### config.mk
export PLATFORM = sky130hd
export DESIGN_NAME = lsu_bus_demux
export DESIGN_NICKNAME = d
export VERILOG_FILES = /design/src/rtl/lsu_pkg.sv /design/src/rtl/lsu_addr_decode.sv /design/src/rtl/lsu_bus_demux.sv
export SDC_FILE = /design/constraint.sdc
export NUM_CORES = 1
export LEC_CHECK = 0
export ABC_CLOCK_PERIOD_IN_PS = 2029
export CAP_MARGIN = 15
export CORE_ASPECT_RATIO = 2
export CORE_MARGIN = 4
export CORE_UTILIZATION = 36
export DETAILED_ROUTE_END_ITERATION = 16
export PLACE_DENSITY_LB_ADDON = 0.1
export SYNTH_ARGS = -nofsm -noshare
export SYNTH_HDL_FRONTEND = slang
export SYNTH_HIERARCHICAL = 1
export SYNTH_SLANG_ARGS = --single-unit
### constraint.sdc
create_clock -name i_clk -period 2.03 [get_ports i_clk]
set_clock_uncertainty 0.1 [all_clocks]
set_input_delay 0.5075 -clock i_clk [delete_from_list [all_inputs] [get_ports i_clk]]
set_output_delay 0.5075 -clock i_clk [all_outputs]
set_load 0.05 [all_outputs]
### src/rtl/lsu_pkg.sv
// Shared types and default address map for the LSU bus demultiplexer.
package lsu_pkg;

  typedef enum logic [1:0] {
    S_IDLE  = 2'd0,
    S_ISSUE = 2'd1,
    S_WAIT  = 2'd2,
    S_RSP   = 2'd3
  } state_e;

  typedef enum logic [1:0] {
    TGT_NONE = 2'd0,
    TGT_RAM  = 2'd1,
    TGT_IO   = 2'd2
  } tgt_e;

  localparam logic [31:0] LSU_RAM_BASE = 32'h0000_0000;
  localparam logic [31:0] LSU_RAM_MASK = 32'hF000_0000;
  localparam logic [31:0] LSU_IO_BASE  = 32'h1000_0000;
  localparam logic [31:0] LSU_IO_MASK  = 32'hF000_0000;

endpackage

### src/rtl/lsu_addr_decode.sv
// Combinational address decode: maps a byte address onto a target region.
module lsu_addr_decode
  import lsu_pkg::*;
#(
  parameter int                   P_ADDR_W   = 32,
  parameter logic [P_ADDR_W-1:0]  P_RAM_BASE = LSU_RAM_BASE,
  parameter logic [P_ADDR_W-1:0]  P_RAM_MASK = LSU_RAM_MASK,
  parameter logic [P_ADDR_W-1:0]  P_IO_BASE  = LSU_IO_BASE,
  parameter logic [P_ADDR_W-1:0]  P_IO_MASK  = LSU_IO_MASK
) (
  input  logic [P_ADDR_W-1:0] addr,
  output tgt_e                tgt
);

  logic ram_hit_s;
  logic io_hit_s;

  assign ram_hit_s = ((addr & P_RAM_MASK) == P_RAM_BASE);
  assign io_hit_s  = ((addr & P_IO_MASK) == P_IO_BASE);

  // RAM wins when the two regions overlap.
  always_comb begin
    tgt = TGT_NONE;
    if (ram_hit_s) begin
      tgt = TGT_RAM;
    end else if (io_hit_s) begin
      tgt = TGT_IO;
    end else begin
      tgt = TGT_NONE;
    end
  end

endmodule

### src/rtl/lsu_bus_demux.sv
// Routes one LSU request to RAM or MMIO and returns the selected target's
// response; one transaction outstanding, all outputs registered.
module lsu_bus_demux
  import lsu_pkg::*;
#(
  parameter int                   P_ADDR_W   = 32,
  parameter int                   P_DATA_W   = 32,
  parameter logic [P_ADDR_W-1:0]  P_RAM_BASE = LSU_RAM_BASE,
  parameter logic [P_ADDR_W-1:0]  P_RAM_MASK = LSU_RAM_MASK,
  parameter logic [P_ADDR_W-1:0]  P_IO_BASE  = LSU_IO_BASE,
  parameter logic [P_ADDR_W-1:0]  P_IO_MASK  = LSU_IO_MASK,
  parameter int                   P_TIMEOUT  = 16
) (
  input  logic                    i_clk,
  input  logic                    i_rst,
  input  logic                    i_req_valid,
  output logic                    o_req_ready,
  input  logic [P_ADDR_W-1:0]     i_req_addr,
  input  logic [P_DATA_W-1:0]     i_req_wdata,
  input  logic                    i_req_we,
  input  logic [P_DATA_W/8-1:0]   i_req_be,
  output logic                    o_rsp_valid,
  output logic [P_DATA_W-1:0]     o_rsp_rdata,
  output logic                    o_rsp_err,
  output logic [P_ADDR_W-1:0]     o_tgt_addr,
  output logic [P_DATA_W-1:0]     o_tgt_wdata,
  output logic                    o_tgt_we,
  output logic [P_DATA_W/8-1:0]   o_tgt_be,
  output logic                    o_ram_valid,
  input  logic                    i_ram_ready,
  input  logic                    i_ram_rvalid,
  input  logic [P_DATA_W-1:0]     i_ram_rdata,
  output logic                    o_io_valid,
  input  logic                    i_io_ready,
  input  logic                    i_io_rvalid,
  input  logic [P_DATA_W-1:0]     i_io_rdata
);

  localparam int BE_W  = P_DATA_W / 8;
  localparam int CNT_W = $clog2(P_TIMEOUT + 1);
  localparam logic [CNT_W-1:0] CNT_LAST = CNT_W'(P_TIMEOUT - 1);
  localparam logic [CNT_W-1:0] CNT_ONE  = CNT_W'(1);

  state_e              state_r;
  tgt_e                sel_r;
  logic [CNT_W-1:0]    cnt_r;
  tgt_e                dec_tgt_s;
  logic                sel_ready_s;
  logic                sel_rvalid_s;
  logic [P_DATA_W-1:0] sel_rdata_s;
  logic                timeout_s;

  lsu_addr_decode #(
    .P_ADDR_W   (P_ADDR_W),
    .P_RAM_BASE (P_RAM_BASE),
    .P_RAM_MASK (P_RAM_MASK),
    .P_IO_BASE  (P_IO_BASE),
    .P_IO_MASK  (P_IO_MASK)
  ) u_decode (
    .addr (i_req_addr),
    .tgt  (dec_tgt_s)
  );

  // Only the latched target's handshake and data are ever observed.
  always_comb begin
    sel_ready_s  = 1'b0;
    sel_rvalid_s = 1'b0;
    sel_rdata_s  = {P_DATA_W{1'b0}};
    case (sel_r)
      TGT_RAM: begin
        sel_ready_s  = i_ram_ready;
        sel_rvalid_s = i_ram_rvalid;
        sel_rdata_s  = i_ram_rdata;
      end
      TGT_IO: begin
        sel_ready_s  = i_io_ready;
        sel_rvalid_s = i_io_rvalid;
        sel_rdata_s  = i_io_rdata;
      end
      default: begin
        sel_ready_s  = 1'b0;
        sel_rvalid_s = 1'b0;
        sel_rdata_s  = {P_DATA_W{1'b0}};
      end
    endcase
  end

  // Last permitted cycle in ISSUE/WAIT: counter runs 0..P_TIMEOUT-1.
  assign timeout_s = (cnt_r == CNT_LAST);

  // Transaction FSM with registered request, response and target strobes.
  always_ff @(posedge i_clk) begin
    if (i_rst) begin
      state_r     <= S_IDLE;
      sel_r       <= TGT_NONE;
      cnt_r       <= {CNT_W{1'b0}};
      o_req_ready <= 1'b1;
      o_rsp_valid <= 1'b0;
      o_rsp_rdata <= {P_DATA_W{1'b0}};
      o_rsp_err   <= 1'b0;
      o_tgt_addr  <= {P_ADDR_W{1'b0}};
      o_tgt_wdata <= {P_DATA_W{1'b0}};
      o_tgt_we    <= 1'b0;
      o_tgt_be    <= {BE_W{1'b0}};
      o_ram_valid <= 1'b0;
      o_io_valid  <= 1'b0;
    end else begin
      case (state_r)
        S_IDLE: begin
          o_rsp_valid <= 1'b0;
          o_rsp_err   <= 1'b0;
          o_rsp_rdata <= {P_DATA_W{1'b0}};
          if (i_req_valid) begin
            o_req_ready <= 1'b0;
            o_tgt_addr  <= i_req_addr;
            o_tgt_wdata <= i_req_wdata;
            o_tgt_we    <= i_req_we;
            o_tgt_be    <= i_req_be;
            sel_r       <= dec_tgt_s;
            cnt_r       <= {CNT_W{1'b0}};
            case (dec_tgt_s)
              TGT_RAM: begin
                o_ram_valid <= 1'b1;
                state_r     <= S_ISSUE;
              end
              TGT_IO: begin
                o_io_valid <= 1'b1;
                state_r    <= S_ISSUE;
              end
              default: begin
                o_rsp_valid <= 1'b1;
                o_rsp_err   <= 1'b1;
                state_r     <= S_RSP;
              end
            endcase
          end else begin
            o_req_ready <= 1'b1;
          end
        end
        S_ISSUE: begin
          cnt_r <= cnt_r + CNT_ONE;
          if (timeout_s) begin
            o_ram_valid <= 1'b0;
            o_io_valid  <= 1'b0;
            o_rsp_valid <= 1'b1;
            o_rsp_err   <= 1'b1;
            o_rsp_rdata <= {P_DATA_W{1'b0}};
            state_r     <= S_RSP;
          end else if (sel_ready_s) begin
            o_ram_valid <= 1'b0;
            o_io_valid  <= 1'b0;
            state_r     <= S_WAIT;
          end else begin
            state_r <= S_ISSUE;
          end
        end
        S_WAIT: begin
          cnt_r <= cnt_r + CNT_ONE;
          // A response arriving on the final cycle still beats the timeout.
          if (sel_rvalid_s) begin
            o_rsp_valid <= 1'b1;
            o_rsp_err   <= 1'b0;
            o_rsp_rdata <= o_tgt_we ? {P_DATA_W{1'b0}} : sel_rdata_s;
            state_r     <= S_RSP;
          end else if (timeout_s) begin
            o_rsp_valid <= 1'b1;
            o_rsp_err   <= 1'b1;
            o_rsp_rdata <= {P_DATA_W{1'b0}};
            state_r     <= S_RSP;
          end else begin
            state_r <= S_WAIT;
          end
        end
        S_RSP: begin
          o_rsp_valid <= 1'b0;
          o_rsp_err   <= 1'b0;
          o_rsp_rdata <= {P_DATA_W{1'b0}};
          o_req_ready <= 1'b1;
          state_r     <= S_IDLE;
        end
        default: begin
          o_rsp_valid <= 1'b0;
          o_rsp_err   <= 1'b0;
          o_ram_valid <= 1'b0;
          o_io_valid  <= 1'b0;
          o_req_ready <= 1'b1;
          state_r     <= S_IDLE;
        end
      endcase
    end
  end

endmodule

Word level (Yosys, flattened, before mapping). Index checks and enable logic that the tools add are counted. Widths: inputs -> output; s select.

Equal/unequal tests: 13. Reductions and logical operators: 12. Add/sub/neg operators: 1. Mux-type cells: 36.

Operators with widths (number): $mux 32 (3); $pmux 32 s3 (1); $pmux 32 s2 (1); $logic_not 32->1 (1); $mux 1 (15); $mux 2 (6); $pmux 1 s2 (5); $pmux 5 s2 (1); $eq 2x2->1 const B (4); $pmux 1 s4 (2); $pmux 2 s4 (1); $reduce_and 4->1 (2); $eq 2x1->1 const B (3); $reduce_bool 2->1 (3); $reduce_or 2->1 (3); $add 5x1->5 const B (1); $eq 5x4->1 const B (1); $mux 5 (1); $eq 4x1->1 const B (1); $ne 2x1->1 const B (2); $reduce_and 2->1 (2); $ne 3x3->1 const B (1); $logic_not 2->1 (1); $ne 2x2->1 const B (1).

Register bits: 115. Word-level logic and storage cells: 75. Output and inout port bits: 106. Input bits: 140.

Longest topological paths before layout. Gate-level depths: netlist (run 1).

Depth in word-level cells: 8. Gate-level depth with buffers: 9. Gate-level depth less buffers: 7.

Cells and area by module. Netlist (run 1), hierarchy kept.

By module, submodules not included: lsu_bus_demux (sequential area each 2302.2 µm², area each 4643.2 µm², cells each 517, times used 1); lsu_addr_decode (sequential area each 0.0 µm², area each 35.0 µm², cells each 3, times used 1).

Worst setup path after synthesis (run 1). No wires, ideal clock.

Path type: reg2reg. From: reg sel_r[0]. To: reg o_rsp_rdata[10]. Path slack: -0.018 ns. Stages on the path, launching flop included: 8. Period minus slack after synthesis: 2.048 ns. Path buffers: 2. Setup time: 0.068 ns. Required time: 1.862 ns. Arrival time: 1.880 ns. Cells stage by stage: dfxtp_1 -> inv_1 -> ha_1 -> or3b_1 -> or4_1 -> buf_2 -> buf_6 -> o2bb2ai_2.

Word-level cells in the longest chain between the ends: 5. Elaborated cells on any way between the ends: 7. Classes of those cells: eq/ne (2); mux (5).

Ends and longest elaborated chain: start, declared (RTL line lsu_bus_demux.sv:45) `tgt_e sel_r;`; start signal, assigned (RTL line lsu_bus_demux.sv:119) `sel_r <= dec_tgt_s;`; $eq 2x2->1 or $eq 2x1->1 (tied branches) (RTL line lsu_bus_demux.sv:69) `case (sel_r)`; $pmux 32 s2 (RTL line lsu_bus_demux.sv:69); $mux 32 (RTL line lsu_bus_demux.sv:163) `o_rsp_rdata <= o_tgt_we ? {P_DATA_W{1'b0}} : sel_rdata_s;`; $mux 32 (*) (RTL line lsu_bus_demux.sv:160) `if (sel_rvalid_s) begin`; $pmux 32 s3 (*) (RTL line lsu_bus_demux.sv:108) `case (state_r)`; end signal, assigned (RTL line lsu_bus_demux.sv:112) `o_rsp_rdata <= {P_DATA_W{1'b0}};`; end signal, assigned (RTL line lsu_bus_demux.sv:163); end signal, assigned (RTL line lsu_bus_demux.sv:168) `o_rsp_rdata <= {P_DATA_W{1'b0}};`; end, declared (RTL line lsu_bus_demux.sv:23) `output logic [P_DATA_W-1:0] o_rsp_rdata,`.

Every way passes the cells marked *; elsewhere a longest branch is shown, timed or not. A chain may end at the register's enable or synchronous reset.

Final worst setup path (run 1).
From: reg sel_r[0]. To: reg o_rsp_rdata[3].

Same word-level chain as after synthesis.

==> flow_summary.json, run 1 <==
{
  "floorplan.rows": 58,
  "worst-path-max-fanout": 8,
  "dieArea_um2": 14990,
  "synth_fp_nets": 671,
  "fp.dieH_um": 169.2,
  "ctsLongestPathBuffers": 2,
  "core_area_um2": 12630,
  "grt-busiest-layer": "met2",
  "route.detailed.vias_per_inst": 4.984,
  "whs_ns": 0.3456,
  "worst_slew_margin_rel_pct": 69.14,
  "remaining_drc_errors": 0,
  "clock_sink_count": 115,
  "synth.most_common_cell": "sky130_fd_sc_hd__nand2_1",
  "timing_max_transition_violations_final": 0,
  "fraction_of_the_yosys_area_taken_by_sequential_cells_pct": 49.21,
  "worst-endpoint-required_ns": 2.26,
  "area_taken_by_multi_input_logic_gates_um2": 2240,
  "timing.final.crit_share_pct": 99.66,
  "synthTopCellsByCount": "sky130_fd_sc_hd__nand2_1 (148), sky130_fd_sc_hd__dfxtp_1 (115), sky130_fd_sc_hd__a21oi_1 (79), sky130_fd_sc_hd__a22oi_1 (33), sky130_fd_sc_hd__clkbuf_1 (32)",
  "dp_hpwl_mm": 10.96,
  "synth-edff-count": 0,
  "yosys_warnings": 6,
  "finalSetupViolCount": 0,
  "finalInstanceArea_um2": 7889,
  "grt_setup_unrepaired": "yes",
  "yosysTopAreaCellShare_pct": 49.21,
  "postSynthCellCount": 520,
  "areaGrowthSynthToFinish_pct": 68.63,
  "total_leakage_power_nw": 3.134,
  "gp_congestion": 0.7788,
  "grt_overflow_total": 0,
  "globalRouteMet3Util_pct": 5.977,
  "postSynth.topFlopCell": "sky130_fd_sc_hd__dfxtp_1",
  "hold_violations": 0,
  "post_synth_num_cell_types": 43,
  "avgSynthCellArea_um2": 8.997,
  "finalCoreUtilization_pct": 62.48,
  "buffer_ports.inserted": 245,
  "reg_clk_slew_reported_paths_ns": 0.06,
  "cts_made_buffers": 17,
  "detailroute.via_count": 4665,
  "ys_ff_latch": 115,
  "path_class": "flip-flop to flip-flop",
  "dr.pass1.iters": 4,
  "power.density_cell_area_nw_per_um2": 1026,
  "floorplan.initialDensity_pct": 37.05,
  "layout-drive-gt1-share_pct": 27.74,
  "drt_first_iter_violations": 182,
  "hp-class": "input port to flip-flop",
  "n_antenna_cell": 0,
  "maximum_number_of_pins_on_one_net_before_global_route_repair": 45,
  "fin_ws_ns": 0.006978,
  "status": "finished, final reports clean",
  "area.sequential_um2": 2305,
  "synth_area_leader_cell": "sky130_fd_sc_hd__dfxtp_1",
  "ant_nets": 0,
  "cp.arrival_ns": 2.25,
  "global_route.usage.met2_pct": 37.14,
  "num-fill-cells": 1101,
  "layout.nets": 924,
  "timing.setup.tns_ns": 0,
  "finalCriticalPeriod_ns": 2.023,
  "placed_area_um2": 7131,
  "clock-root-buffer": "sky130_fd_sc_hd__clkbuf_16",
  "wire_per_inst_um": 16.12,
  "crit_path_end_kind": "flip-flop",
  "vdd_drop_max_mv": 0.6888,
  "syn_area_um2": 4678,
  "die_w_um": 88.61,
  "antenna_violations_before_repair": 0,
  "hold_buffers": 0,
  "cts_tree": "built",
  "grt.met1_usage_pct": 18.79,
  "first_pass_grt_wire_length_mm": 22.83,
  "drt_wl_total_mm": 15.09,
  "launching_element_type_of_the_critical_path": "flip-flop",
  "cts.htree.levels": 4,
  "timing.max_cap.violations": 0,
  "global_route_usage_sum_pct": 19.31,
  "via_count_of_the_first_global_routing_pass": 4709,
  "asyncSetResetFlopFracSynth_pct": 0,
  "tightestPinTransition_ns": 0.4629,
  "insertion_delay_ns": 0.40,
  "timing.fmax_mhz": 494.3,
  "post-place-ws_ns": -0.5729,
  "io_pins": 246,
  "yosys-top-cells-area": "sky130_fd_sc_hd__dfxtp_1 (49%), sky130_fd_sc_hd__nand2_1 (12%), sky130_fd_sc_hd__o2bb2ai_2 (9.6%)"
}
[layout make-up]
| cell class | count | share of cell area [%] |
|---|---|---|
| flip-flops and latches | 115 | 29.21 |
| inverters | 7 | 0.3331 |
| repair buffers | 276 | 32.29 |
| clock buffers | 17 | 5.393 |
| clock inverters | 15 | 1.998 |
| multi-input cells | 356 | 28.39 |
| well taps | 150 | 2.379 |
[critical path, cell delays in order (launching register included)]
cell                        delay (ns)
sky130_fd_sc_hd__dfxtp_2          0.34
sky130_fd_sc_hd__inv_2            0.05
sky130_fd_sc_hd__ha_4             0.23
sky130_fd_sc_hd__or3b_4           0.39
sky130_fd_sc_hd__or4_4            0.52
sky130_fd_sc_hd__buf_12           0.19
sky130_fd_sc_hd__o2bb2ai_2        0.12
[cells in the final DEF, fill, tap and decap left out, drive strengths merged, types with 4 or more instances in the layout]
cell / count
inv: 10
nand2: 148
a21oi: 79
clkinv: 6
o21ai: 6
dfxtp: 115
buf: 137
o2bb2ai: 32
clkinvlp: 4
a22oi: 34
nor2: 9
clkdlybuf4s50: 133
ha: 11
clkbuf: 18
[power by group]
part,total (W),internal (W),switching [W]
Combinational,0.00259,0.000970,0.00162
Clock,0.00289,0.00181,0.00107
Sequential,0.00262,0.00249,0.000127
Total,0.00809,0.00528,0.00282
[cell families (layout without fill, tap and decap cells)]
logic type      Yosys count  in the layout  share of synthesized area, %
flops                   115            115                         49.21
buf+inv                  49            315                         4.761
simple gates            179            179                         15.91
fa+ha+maj                11             11                         2.942
mux                       1              1                        0.2140
compound gates          165            165                         26.96
[state kept, by name, summed over array words and instances, names as in the netlist, 2 cells and up]
register / count
state_r: 2
o_tgt_be: 4
cnt_r: 5
o_rsp_rdata: 32
o_tgt_wdata: 32
o_tgt_addr: 32
sel_r: 2
[path summary, 6_finish.rpt]
| check | start | endpoint | slack [ns] | depth (start not counted) |
|---|---|---|---|---|
| max | sel_r[0] | o_rsp_rdata[3] | 0.007 | 6 |
| min | i_req_addr[30] | o_tgt_addr[30] | 0.35 | 3 |
| max reg2reg | sel_r[0] | o_rsp_rdata[3] | 0.007 | 6 |
| min reg2reg | o_tgt_addr[5] | o_tgt_addr[5] | 0.35 | 2 |
[per-stage QoR]
| step | instances | total power (W) |
|---|---|---|
| after floorplan | 520 | 0.004191 |
| after global placement | 897 | 0.005166 |
| after detailed placement | 897 | 0.005210 |
| after CTS | 932 | 0.008138 |
| after global routing | 936 | 0.008511 |
| final | 936 | 0.008091 |
[what timing repair did]
item / in CTS / in global routing
buffers inserted: 1 / 2
pin swaps: 0 / 3
resized for setup: 9 / 15
endpoints found under the hold margin: 0 / 0
gates cloned: 2 / 2
endpoints found under the setup margin: 32 / 36
[layer usage]
layer	wire length, um	vias up
li1	-	2303
met1	5028	2169
met2	8597	178
met3	1253	15
met4	207	0
met5	0	-
(Power assumes the default switching activity.)
==> inputs of run 2 (changes only) <==
- ABC_CLOCK_PERIOD_IN_PS: 2029 -> 1900
- CORE_ASPECT_RATIO: 2 -> not set
- CORE_UTILIZATION: 36 -> 40
- clock period: 2.03 -> 1.9 ns (I/O delays scaled with it)
==> run 2 against run 1 <==
Effect of this change: the run now ends with negative setup slack left; setup slack worse by 0.11 ns; via count decreased by 0.86%; largest power group unchanged; sequential share of layout area rose by 0.099 points; fmax grew 1.2%; clock power is 10% higher; final cell count fell by 1.2%; cell area is 0.17% lower.
==> flow_summary.json, run 2 (synthesis results as in run 1) <==
{
  "min_delay_path_depth": 3,
  "fin_ws_ns": -0.09948,
  "tightestPinTransition_ns": 0.4628,
  "min_from": "i_req_addr[28]",
  "clock-root-buffer": "sky130_fd_sc_hd__clkbuf_16",
  "dp_hpwl_mm": 10.52,
  "insertion_delay_ns": 0.40,
  "die_w_um": 116.1,
  "floorplan.initialDensity_pct": 40.97,
  "antenna_violations_before_repair": 0,
  "clkPwrFrac_pct": 36.5,
  "dr.pass1.iters": 6,
  "clock_sink_count": 115,
  "route.detailed.vias_per_inst": 5.000,
  "layout_commonest_cell": "sky130_fd_sc_hd__nand2_1",
  "floorplan.rows": 39,
  "timing.fmax_mhz": 500.1,
  "min_to": "o_tgt_addr[28]",
  "cp.arrival_ns": 2.23,
  "areaGrowthSynthToFinish_pct": 68.33,
  "failing_checks": "negative setup slack",
  "via_count_of_the_first_global_routing_pass": 4451,
  "number_of_placed_instances_with_taps_included": 893,
  "wire_per_inst_um": 15.16,
  "grt_overflow_total": 0,
  "maximum_number_of_pins_on_one_net_before_global_route_repair": 51,
  "power.total_w": 0.008713,
  "worst_r2r_startpoint": "sel_r[0]",
  "finish.cell_count_without_fillers": 925,
  "r2r_cells": 6,
  "io_pins": 246,
  "reg_top3": "o_rsp_rdata: 32 flops, o_tgt_addr: 32 flops, o_tgt_wdata: 32 flops",
  "drt_first_iter_violations": 187,
  "num-fill-cells": 904,
  "crit_path_end_kind": "flip-flop",
  "hold_violations": 0,
  "cts.htree.levels": 4,
  "power.switching_w": 0.002840,
  "first_pass_grt_wire_length_mm": 21.45,
  "launching_element_type_of_the_critical_path": "flip-flop",
  "post-place-ws_ns": -0.6437,
  "cts_tree": "built",
  "n_antenna_cell": 0,
  "power_switching_share_pct": 32.59,
  "most-common-layout-cells": "sky130_fd_sc_hd__nand2_1 (147), sky130_fd_sc_hd__clkdlybuf4s50_1 (134), sky130_fd_sc_hd__buf_4 (126), sky130_fd_sc_hd__dfxtp_1 (112), sky130_fd_sc_hd__a21oi_1 (78)",
  "worst-path-max-fanout": 16,
  "dieArea_um2": 13490,
  "cellInternalPower_w": 0.005873,
  "detailroute.via_count": 4625,
  "path_class": "flip-flop to flip-flop",
  "rr_endpoint": "o_rsp_rdata[7]",
  "grt_setup_unrepaired": "yes",
  "reg_clk_slew_reported_paths_ns": 0.05,
  "total_leakage_power_nw": 3.142,
  "critical_path.max_stage_delay_ns": 0.48,
  "vdd_drop_max_mv": 0.6890,
  "cts_made_buffers": 17,
  "critical_path.cell_chain": "inv_4 > ha_4 > or3b_4 > or4_4 > buf_12 > o2bb2ai_2",
  "core_area_um2": 11420,
  "worst-endpoint-required_ns": 2.13,
  "placed_area_um2": 7168,
  "gp_congestion": 0.8595,
  "global_route_usage_sum_pct": 19.92,
  "finalSetupViolCount": 32,
  "buffer_ports.inserted": 245,
  "combinationalPowerShare_pct": 31.3,
  "remaining_drc_errors": 0,
  "fp.dieH_um": 116.1,
  "drt_wl_total_mm": 14.03,
  "ant_nets": 0,
  "status": "complete, but fails checks",
  "whs_ns": 0.3167,
  "hp-class": "input port to flip-flop",
  "timing.final.crit_share_pct": 105.2,
  "power.density_cell_area_nw_per_um2": 1106,
  "ctsLongestPathBuffers": 2,
  "finalCriticalPeriod_ns": 1.999,
  "timing_max_transition_violations_final": 0,
  "layout-drive-gt1-share_pct": 27.49,
  "hold_buffers": 0,
  "layout.nets": 923,
  "finalInstanceArea_um2": 7875,
  "power.share.sequential_pct": 32.2,
  "worst_path_slowest_cell": "sky130_fd_sc_hd__or4_4",
  "worst_slew_margin_rel_pct": 69.14,
  "setup_slack_of_the_worst_register_to_register_path_ns": -0.1,
  "timing.max_cap.violations": 0
}
-- run 2: changes by cell type in the layout (fill, tap and decap cells not counted), moves of 2 or more --
| cell | before | now |
|---|---|---|
| sky130_fd_sc_hd__clkbuf_8 | 0 | 4 |
| sky130_fd_sc_hd__clkbuf_1 | 0 | 3 |
| sky130_fd_sc_hd__o2bb2ai_2 | 30 | 32 |
| sky130_fd_sc_hd__clkinv_4 | 3 | 0 |
| sky130_fd_sc_hd__clkinvlp_4 | 4 | 0 |
| sky130_fd_sc_hd__inv_6 | 3 | 0 |
-- run 2: what timing repair did --
item,in CTS,in global routing
hold endpoints to repair,0,0
gates cloned,1,0
gates resized for setup,13,9
setup buffers,1,1
pin swaps,2,4
endpoints found under the setup margin,38,44
-- run 2: how the worst max path moves through the flow --
| stage | start | endpoint | cells after the start |
|---|---|---|---|
| CTS | sel_r[0] | o_rsp_rdata[7] | 6 |
| detailed placement | i_io_rvalid | o_rsp_rdata[31] | 6 |
| global placement | i_io_rvalid | o_rsp_rdata[31] | 6 |
| floorplan | sel_r[0] | o_rsp_rdata[10] | 9 |
| global route | sel_r[0] | o_rsp_rdata[25] | 6 |
| finish | sel_r[0] | o_rsp_rdata[7] | 6 |
-- run 2: cell type report --
type                            count  area, um^2  share of cell area, %
Timing Repair Buffer              275        2524                  32.05
Sequential cell                   115        2308                  29.31
Multi-Input combinational cell    356        2243                  28.49
Clock buffer                       24       491.7                  6.244
Tap cell                          143       178.9                  2.272
Clock inverter                      5       100.1                  1.271
Inverter                            7       28.78                 0.3654
-- run 2: stage by stage --
step	TNS [ns]	util [%]
detailed placement	-22.81	62.78
floorplan	-3.260	-
CTS	-2.684	68.67
finish	-2.494	68.97
global route	-3.819	68.97
global placement	-20.30	62.78
-- run 2: metal layers --
layer	vias to the layer above	global-route usage, %	share of wire [%]
met1	2132	23.27	40
met5	-	0	0
met3	13	8.601	11
li1	2301	-	-
met4	0	6.110	1.1
met2	179	33.22	48
-- run 2: critical path: cells and delay by family (launching register included) --
| kind | cells | cell delay [ns] |
|---|---|---|
| adders and majority gates | 1 | 0.22 |
| buffers and inverters | 2 | 0.23 |
| DFF | 1 | 0.38 |
| and+or+nand+nor | 2 | 0.87 |
| AOI/OAI and AO/OA | 1 | 0.12 |
-- run 2: power by group through the flow --
stage / combinational, W / sequential [W] / clock [W]
floorplan: 0.000883 / 0.00360 / 0
global placement: 0.00267 / 0.00284 / 0
detailed placement: 0.00271 / 0.00285 / 0
CTS: 0.00273 / 0.00281 / 0.00324
global route: 0.00292 / 0.00284 / 0.00336
finish: 0.00273 / 0.00281 / 0.00318
